--- config.mk ---
export PLATFORM = sky130hd
export DESIGN_NAME = native_operand_packer
export DESIGN_NICKNAME = d
export VERILOG_FILES = /design/src/rtl/native_operand_packer.sv
export SDC_FILE = /design/constraint.sdc
export NUM_CORES = 2
export LEC_CHECK = 0
export BUFFER_PORTS_ARGS = -buffer_cell sky130_fd_sc_hd__buf_2
export CORE_AREA = 2 2 472 474
export CTS_BUF_LIST = sky130_fd_sc_hd__clkbuf_4 sky130_fd_sc_hd__clkbuf_8 sky130_fd_sc_hd__clkbuf_16
export CTS_CLUSTER_SIZE = 24
export DETAILED_ROUTE_END_ITERATION = 10
export DIE_AREA = 0 0 474 476
export PLACE_DENSITY = 0.77
export SYNTH_ARGS = -nofsm -noshare
export SYNTH_HDL_FRONTEND = slang
export SYNTH_SLANG_ARGS = --single-unit
--- constraint.sdc ---
create_clock -name clk -period 3.6 [get_ports clk]
set_input_delay 0.36 -clock clk [delete_from_list [all_inputs] [get_ports clk]]
set_output_delay 0.36 -clock clk [all_outputs]
set_load 0.03 [all_outputs]
--- src/rtl/native_operand_packer.sv ---
// Assembles LANES-wide weight/activation beats into N-element flat vectors and
// issues each one with a single-cycle o_start, double-buffered behind a hold input.
module native_operand_packer #(
  parameter int N            = 128,
  parameter int WEIGHT_WIDTH = 4,
  parameter int ACT_WIDTH    = 4,
  parameter int LANES        = 8
) (
  input  logic                          clk,
  input  logic                          rst_n,
  input  logic                          s_valid,
  output logic                          s_ready,
  input  logic [LANES*WEIGHT_WIDTH-1:0] s_weights,
  input  logic [LANES*ACT_WIDTH-1:0]    s_acts,
  input  logic                          s_last,
  input  logic                          i_hold,
  output logic                          o_start,
  output logic [N*WEIGHT_WIDTH-1:0]     o_weights_flat,
  output logic [N*ACT_WIDTH-1:0]        o_acts_flat,
  output logic [15:0]                   o_vec_cnt,
  output logic                          o_err
);

  localparam int BEATS = N / LANES;
  localparam int CNT_W = (BEATS > 1) ? $clog2(BEATS) : 1;
  localparam int WB    = LANES * WEIGHT_WIDTH;
  localparam int AB    = LANES * ACT_WIDTH;
  localparam logic [CNT_W-1:0] LAST_CNT = CNT_W'(BEATS - 1);

  logic [CNT_W-1:0]          cnt_q, cnt_d;
  logic                      pending_q, pending_d;
  logic                      err_q, err_d;
  logic                      start_q;
  logic [15:0]               vec_cnt_q;
  logic [N*WEIGHT_WIDTH-1:0] asm_w_q, asm_w_d, pend_w_q, out_w_q;
  logic [N*ACT_WIDTH-1:0]    asm_a_q, asm_a_d, pend_a_q, out_a_q;
  logic                      is_final, accept, complete, frame_err, issue;

  always_comb begin
    is_final  = (cnt_q == LAST_CNT);
    s_ready   = !(pending_q && i_hold && is_final);
    accept    = s_valid && s_ready;
    complete  = accept && is_final && s_last;
    frame_err = accept && (is_final != s_last);
    issue     = pending_q && !i_hold;

    cnt_d = cnt_q;
    if (accept) begin
      cnt_d = (is_final || s_last) ? '0 : cnt_q + 1'b1;
    end
    // A completion on the issue edge refills the slot the issue just emptied.
    pending_d = complete || (pending_q && !issue);
    err_d     = err_q || frame_err;
  end

  // asm_*_d includes the beat being accepted, so a completing beat lands in
  // the pending buffer on the same edge it arrives.
  generate
    for (genvar gi = 0; gi < BEATS; gi++) begin : g_beat
      assign asm_w_d[gi*WB +: WB] = (accept && cnt_q == CNT_W'(gi)) ? s_weights : asm_w_q[gi*WB +: WB];
      assign asm_a_d[gi*AB +: AB] = (accept && cnt_q == CNT_W'(gi)) ? s_acts    : asm_a_q[gi*AB +: AB];
    end
  endgenerate

  always_ff @(posedge clk or negedge rst_n) begin
    if (!rst_n) begin
      cnt_q     <= '0;
      pending_q <= 1'b0;
      err_q     <= 1'b0;
      start_q   <= 1'b0;
      vec_cnt_q <= '0;
      asm_w_q   <= '0;
      asm_a_q   <= '0;
      pend_w_q  <= '0;
      pend_a_q  <= '0;
      out_w_q   <= '0;
      out_a_q   <= '0;
    end else begin
      cnt_q     <= cnt_d;
      pending_q <= pending_d;
      err_q     <= err_d;
      start_q   <= issue;
      asm_w_q   <= asm_w_d;
      asm_a_q   <= asm_a_d;
      if (complete) begin
        pend_w_q <= asm_w_d;
        pend_a_q <= asm_a_d;
      end
      if (issue) begin
        out_w_q   <= pend_w_q;
        out_a_q   <= pend_a_q;
        vec_cnt_q <= vec_cnt_q + 16'd1;
      end
    end
  end

  assign o_start        = start_q;
  assign o_weights_flat = out_w_q;
  assign o_acts_flat    = out_a_q;
  assign o_vec_cnt      = vec_cnt_q;
  assign o_err          = err_q;

endmodule

# Word-level counts from Yosys, hierarchy flattened
# Cells that the tools add are included.
# totals
input_bits	69
output_inout_bits	1043
ff_bits	3095
# classes
add_sub_neg	2
eq_ne	16
n_mux	33
reduce_logical	30
# op_table
operator	count
2-to-1 mux 32 bit	32
== test 4 bit, second input constant	8
logical AND 1 bit	23
adder 16 x 1 -> 16 bit, second input constant	1
== test 4 x 3 -> 1 bit, second input constant	4
== test 4 x 2 -> 1 bit, second input constant	2
adder 4 x 1 -> 4 bit, second input constant	1
== test 4 x 1 -> 1 bit, second input constant	1
logical NOT 4 bit	1
2-to-1 mux 4 bit	1
logical NOT 1 bit	3
logical OR 1 bit	3
!= test 1 bit	1

# Longest topological paths before layout
# logic_depth
depth_word	7
mapped_depth	9
ltp_nobuf	6

# Worst setup path before layout
# No wires, ideal clock.
# synth_path
path_kind	register -> register
startpoint	register cnt_q[0]
endpoint	register pend_w_q[386]
setup_slack_ps	1194
t_required_ps	3473
arrival_ps	2278
n_path_buf	3
setup_time_ps	127
path_stages_with_launch	9
cell_sequence	dfrtp_1 ha_1 buf_4 and3_1 buf_2 nor3_4 buf_6 mux2_2 mux2_1
# synth_via
elab_chain_len	6
elab_cells_between_ends	9
cone_classes	eq/ne: 2; mux: 1; reduce/logical: 6
# synth_lines
item	line_no	rtl
start: declaration	30	logic [CNT_W-1:0] cnt_q, cnt_d;
start signal: assignment	79	cnt_q <= cnt_d;
== test 4 bit	40	is_final = (cnt_q == LAST_CNT);
logical AND 1 bit	41	s_ready = !(pending_q && i_hold && is_final);
logical NOT 1 bit	41	
logical AND 1 bit	42	accept = s_valid && s_ready;
logical AND 1 bit (*)	60	assign asm_w_d[gi*WB +: WB] = (accept && cnt_q == CNT_W'(gi)) ? s_weights : asm_w_q[gi*WB +: WB];
2-to-1 mux 32 bit (*)	60	
net asm_w_d[386]	35	logic [N*WEIGHT_WIDTH-1:0] asm_w_q, asm_w_d, pend_w_q, out_w_q;
end signal: assignment	86	pend_w_q <= asm_w_d;
end: declaration	35	
# Mark *: on every way through the listed nets, which the timed path passes. The rest lies on a longest branch.
# A chain may end at the register's enable or synchronous reset.

# Final worst setup path
# layout_path
startpoint	register cnt_q[0]
endpoint	output port s_ready
# layout_via
elab_chain_len	3
# layout_lines
item	line_no	rtl
== test 4 bit	40	
logical AND 1 bit	41	
logical NOT 1 bit	41	
end: declaration	12	output logic s_ready,
# No other way between the ends.

==> results.py <==
metrics = {
    "status": {
        "status": "finished, final reports clean",
    },
    "power_and_ir_drop": {
        "power_frac_clock_pct": 43.6,
        "power.density_nw_per_um2": 560,
        "p_sw_share_pct": 22.3,
        "p_int_w": 0.0581,
        "p_leak_nw": 75.2,
        "comb_power_share_pct": 6.8,
        "seqPwrFrac_pct": 49.6,
        "switchingPower_w": 0.0167,
        "vdd_ir_drop_max_mv": 0.480,
    },
    "finish": {
        "nets": 9892,
        "drive_gt1_share_pct": 34.9,
        "fill_cells": 16300,
        "final_core_util_pct": 60.4,
        "syn_to_final_growth_pct": 17.2,
    },
    "global_routing": {
        "grt_max_degree": 219,
        "grt_pass1_vias": 74600,
        "globalRouteOverflowTotal": 0,
        "grt_use_total_pct": 29.7,
        "antenna_found_initial": 49,
        "grt_pass1_wl_um": 491000,
    },
    "sta": {
        "drv_slew": 0,
        "setup_viol": 0,
        "fin_worst_skew_ns": 0.0763,
        "hold_viol": 0,
        "rsz0062_at_grt": "false",
        "fmax_mhz": 330,
        "fin_crit_sh_pct": 84.1,
        "worst_pin_slew_ns": 1.30,
        "fin_crit_ns": 3.03,
        "fin_tns_setup_ns": 0,
        "relSlewSlack_pct": 13.3,
    },
    "setup_path": {
        "cp.required_ns": 3.24,
        "crit_fanout": 7,
        "crit_arrival_ns": 2.67,
        "r2r-start": "cnt_q[0]$_DFFE_PN0P_",
        "cp-end-kind": "primary output",
        "path_class": "reg -> out",
        "startpoint_type": "flip-flop",
        "setup.worst_path.start": "cnt_q[0]$_DFFE_PN0P_",
    },
    "floorplan": {
        "coreArea_um2": 221000,
        "dieHeight_um": 476,
        "start_util_pct": 51.6,
        "rows": 173,
        "dieArea_um2": 226000,
        "fp.dieW_um": 474,
        "io_pins": 1112,
    },
    "drt": {
        "routed_wl_um": 337000,
        "drtIter0Drc": 6620,
        "dr.pass1.iters": 6,
        "wl_per_cell_um": 25.8,
        "ant_nets": 0,
        "viasPerCell": 5.56,
        "vias": 72600,
        "drc": 0,
    },
    "clocking": {
        "cts_buffer_depth": 4,
        "clkSinkCount": 3031,
        "htree_levels": 5,
        "cts_tree": "yes",
        "cts_buffers": 313,
        "cts-root-buf": "clkbuf_16",
        "path_clk_slew_ns": 0.06,
        "cts_resized": 0,
        "clkLatencyLatePin_ns": 0.96,
    },
    "logic_synthesis": {
        "syn_inst": 8689,
        "synth_area_per_cell_um2": 13.1,
        "ys_ff_latch": 3031,
        "syn-num-nets": 8764,
        "yosysWarnings": 0,
        "synth.distinct_cells": 36,
        "netlist_area_um2": 114000,
        "seq_area_frac_synth_pct": 66.6,
    },
    "placement": {
        "gp_congestion": 0.852,
        "port-buffer-count": 1111,
        "dp_hpwl_um": 214000,
    },
    "job": {
        "maxCapViolCount": 0,
    },
    "hold_path": {
        "hold_path.class": "in -> async",
    },
}
-- path summary, 6_finish.rpt --
kind	to	slack [ns]	cells after the start
worst max register to register	pend_a_q[445]$_DFFE_PN0P_	0.60	7
worst min register to register	o_acts_flat[133]$_DFFE_PN0P_	0.43	2
worst min-delay path	asm_w_q[397]$_DFF_PN0_	0.13	2
min in group clk	asm_w_q[422]$_DFF_PN0_	0.17	3
worst max-delay path	s_ready	0.57	4
max in group asynchronous	o_acts_flat[172]$_DFFE_PN0P_	2.19	4
-- area by class of cell --
cell class | instances | area (um^2) | share of cell area [%]
diodes | 45 | 113 | 0.0843
clock buffers | 435 | 9170 | 6.87
clock inverters | 99 | 1180 | 0.882
inverters | 5 | 26.3 | 0.0197
multi-input cells | 5150 | 35400 | 26.5
flip-flops and latches | 3031 | 75800 | 56.8
well taps | 2975 | 3720 | 2.79
repair buffers | 1316 | 8130 | 6.09
-- worst max-delay path: stages (launching register included) --
cell and delay [ns]:
dfrtp_1 0.44, ha_1 0.43, nand3_1 0.24, or2_2 0.44, buf_2 0.21
-- cell usage in the layout, fill, tap and decap left out, types with 9 or more instances in the layout --
master | Yosys | final
buf_12 | 0 | 80
buf_2 | 98 | 1110
buf_4 | 4 | 116
bufinv_16 | 0 | 23
clkbuf_16 | 0 | 317
clkbuf_4 | 0 | 62
clkbuf_8 | 0 | 56
clkinv_2 | 0 | 50
clkinvlp_4 | 0 | 9
dfrtp_1 | 3031 | 3031
diode_2 | 0 | 45
dlygate4sd3_1 | 0 | 10
mux2_1 | 342 | 342
mux2_2 | 1462 | 1462
mux2_4 | 180 | 180
nand2_1 | 3088 | 3088
xnor2_1 | 10 | 10
-- power by group through the flow --
| stage | sequential (W) | clock [W] | combinational, W |
|---|---|---|---|
| after floorplan | 0.0374 | 0 | 0.00306 |
| after global placement | 0.0375 | 0 | 0.00474 |
| after detailed placement | 0.0377 | 0 | 0.00505 |
| after CTS | 0.0371 | 0.0330 | 0.00513 |
| after global routing | 0.0373 | 0.0344 | 0.00554 |
| final | 0.0371 | 0.0326 | 0.00508 |
-- synth_stat cells (all sizes together) --
master,count,share of area (%)
xnor2,10,0.077
nand2,3090,10
nor2b,3,0.016
and2b,2,0.013
nor4,1,0.0055
nor3,7,0.094
o21a,1,0.0066
nand4,3,0.016
buf,222,1.5
nand2b,3,0.016
nor2,3,0.0099
ha,6,0.066
xor2,5,0.038
nor3b,1,0.011
and3,3,0.016
mux2,1984,20
or2,2,0.011
nand3,16,0.16
dfrtp,3031,67
a22o,1,0.0077
and4b,1,0.0088
inv,5,0.016
a21o,1,0.0066
clkbuf,281,0.93
o21ai,6,0.026
and4,1,0.0077
-- metrics by stage --
stage | hold WS (ns) | total power, W | std cells | setup slack (ns) | cell area [um^2]
2_1_floorplan | 0.0644 | 0.0405 | 8689 | 1.19 | 114000
3_3_place_gp | 0.442 | 0.0423 | 12500 | 0.641 | 123000
3_5_place_dp | 0.447 | 0.0427 | 12500 | 0.561 | 123000
4_1_cts | 0.0966 | 0.0752 | 13000 | 0.484 | 133000
5_1_grt | 0.148 | 0.0772 | 13000 | 0.402 | 133000
6_report | 0.128 | 0.0748 | 13100 | 0.572 | 134000
-- timing repair --
action / CTS / global route
hold endpoints to repair: 149 / 0
hold buffers: 10 / 0
setup buffers: 0 / 0
-- registers in the layout, indices dropped and copies added, names as in the netlist --
register        count
o_weights_flat    512
o_vec_cnt          16
asm_a_q           480
asm_w_q           480
pend_a_q          512
o_acts_flat       512
cnt_q               4
o_err               1
o_start             1
pend_w_q          512
pending_q           1
-- per-layer routing --
metal | GRT usage (%) | share of wire [%] | up-vias | wire length (um)
li1 | - | - | 30600 | -
met1 | 39.1 | 39 | 38000 | 133000
met2 | 44.4 | 45 | 3217 | 153000
met3 | 7.40 | 8.6 | 760 | 28900
met4 | 18.5 | 6.5 | 6 | 22000
met5 | 0 | 0.015 | - | 50
-- logic make-up (layout without fill, tap and decap cells) --
| group | count (synthesis) | count (layout) | synth area share (%) |
|---|---|---|---|
| flip-flops | 3031 | 3031 | 66.6 |
| AO/OA/AOI/OAI | 9 | 9 | 0.0472 |
| XOR/XNOR | 15 | 15 | 0.115 |
| AND/OR/NAND/NOR | 3136 | 3136 | 10.6 |
| buffers and inverters | 508 | 1855 | 2.43 |
| adder cells (fa/ha/maj) | 6 | 6 | 0.0659 |
| other | 0 | 45 | 0 |
| multiplexers | 1984 | 1984 | 20.2 |
(Power assumes the default switching activity.)
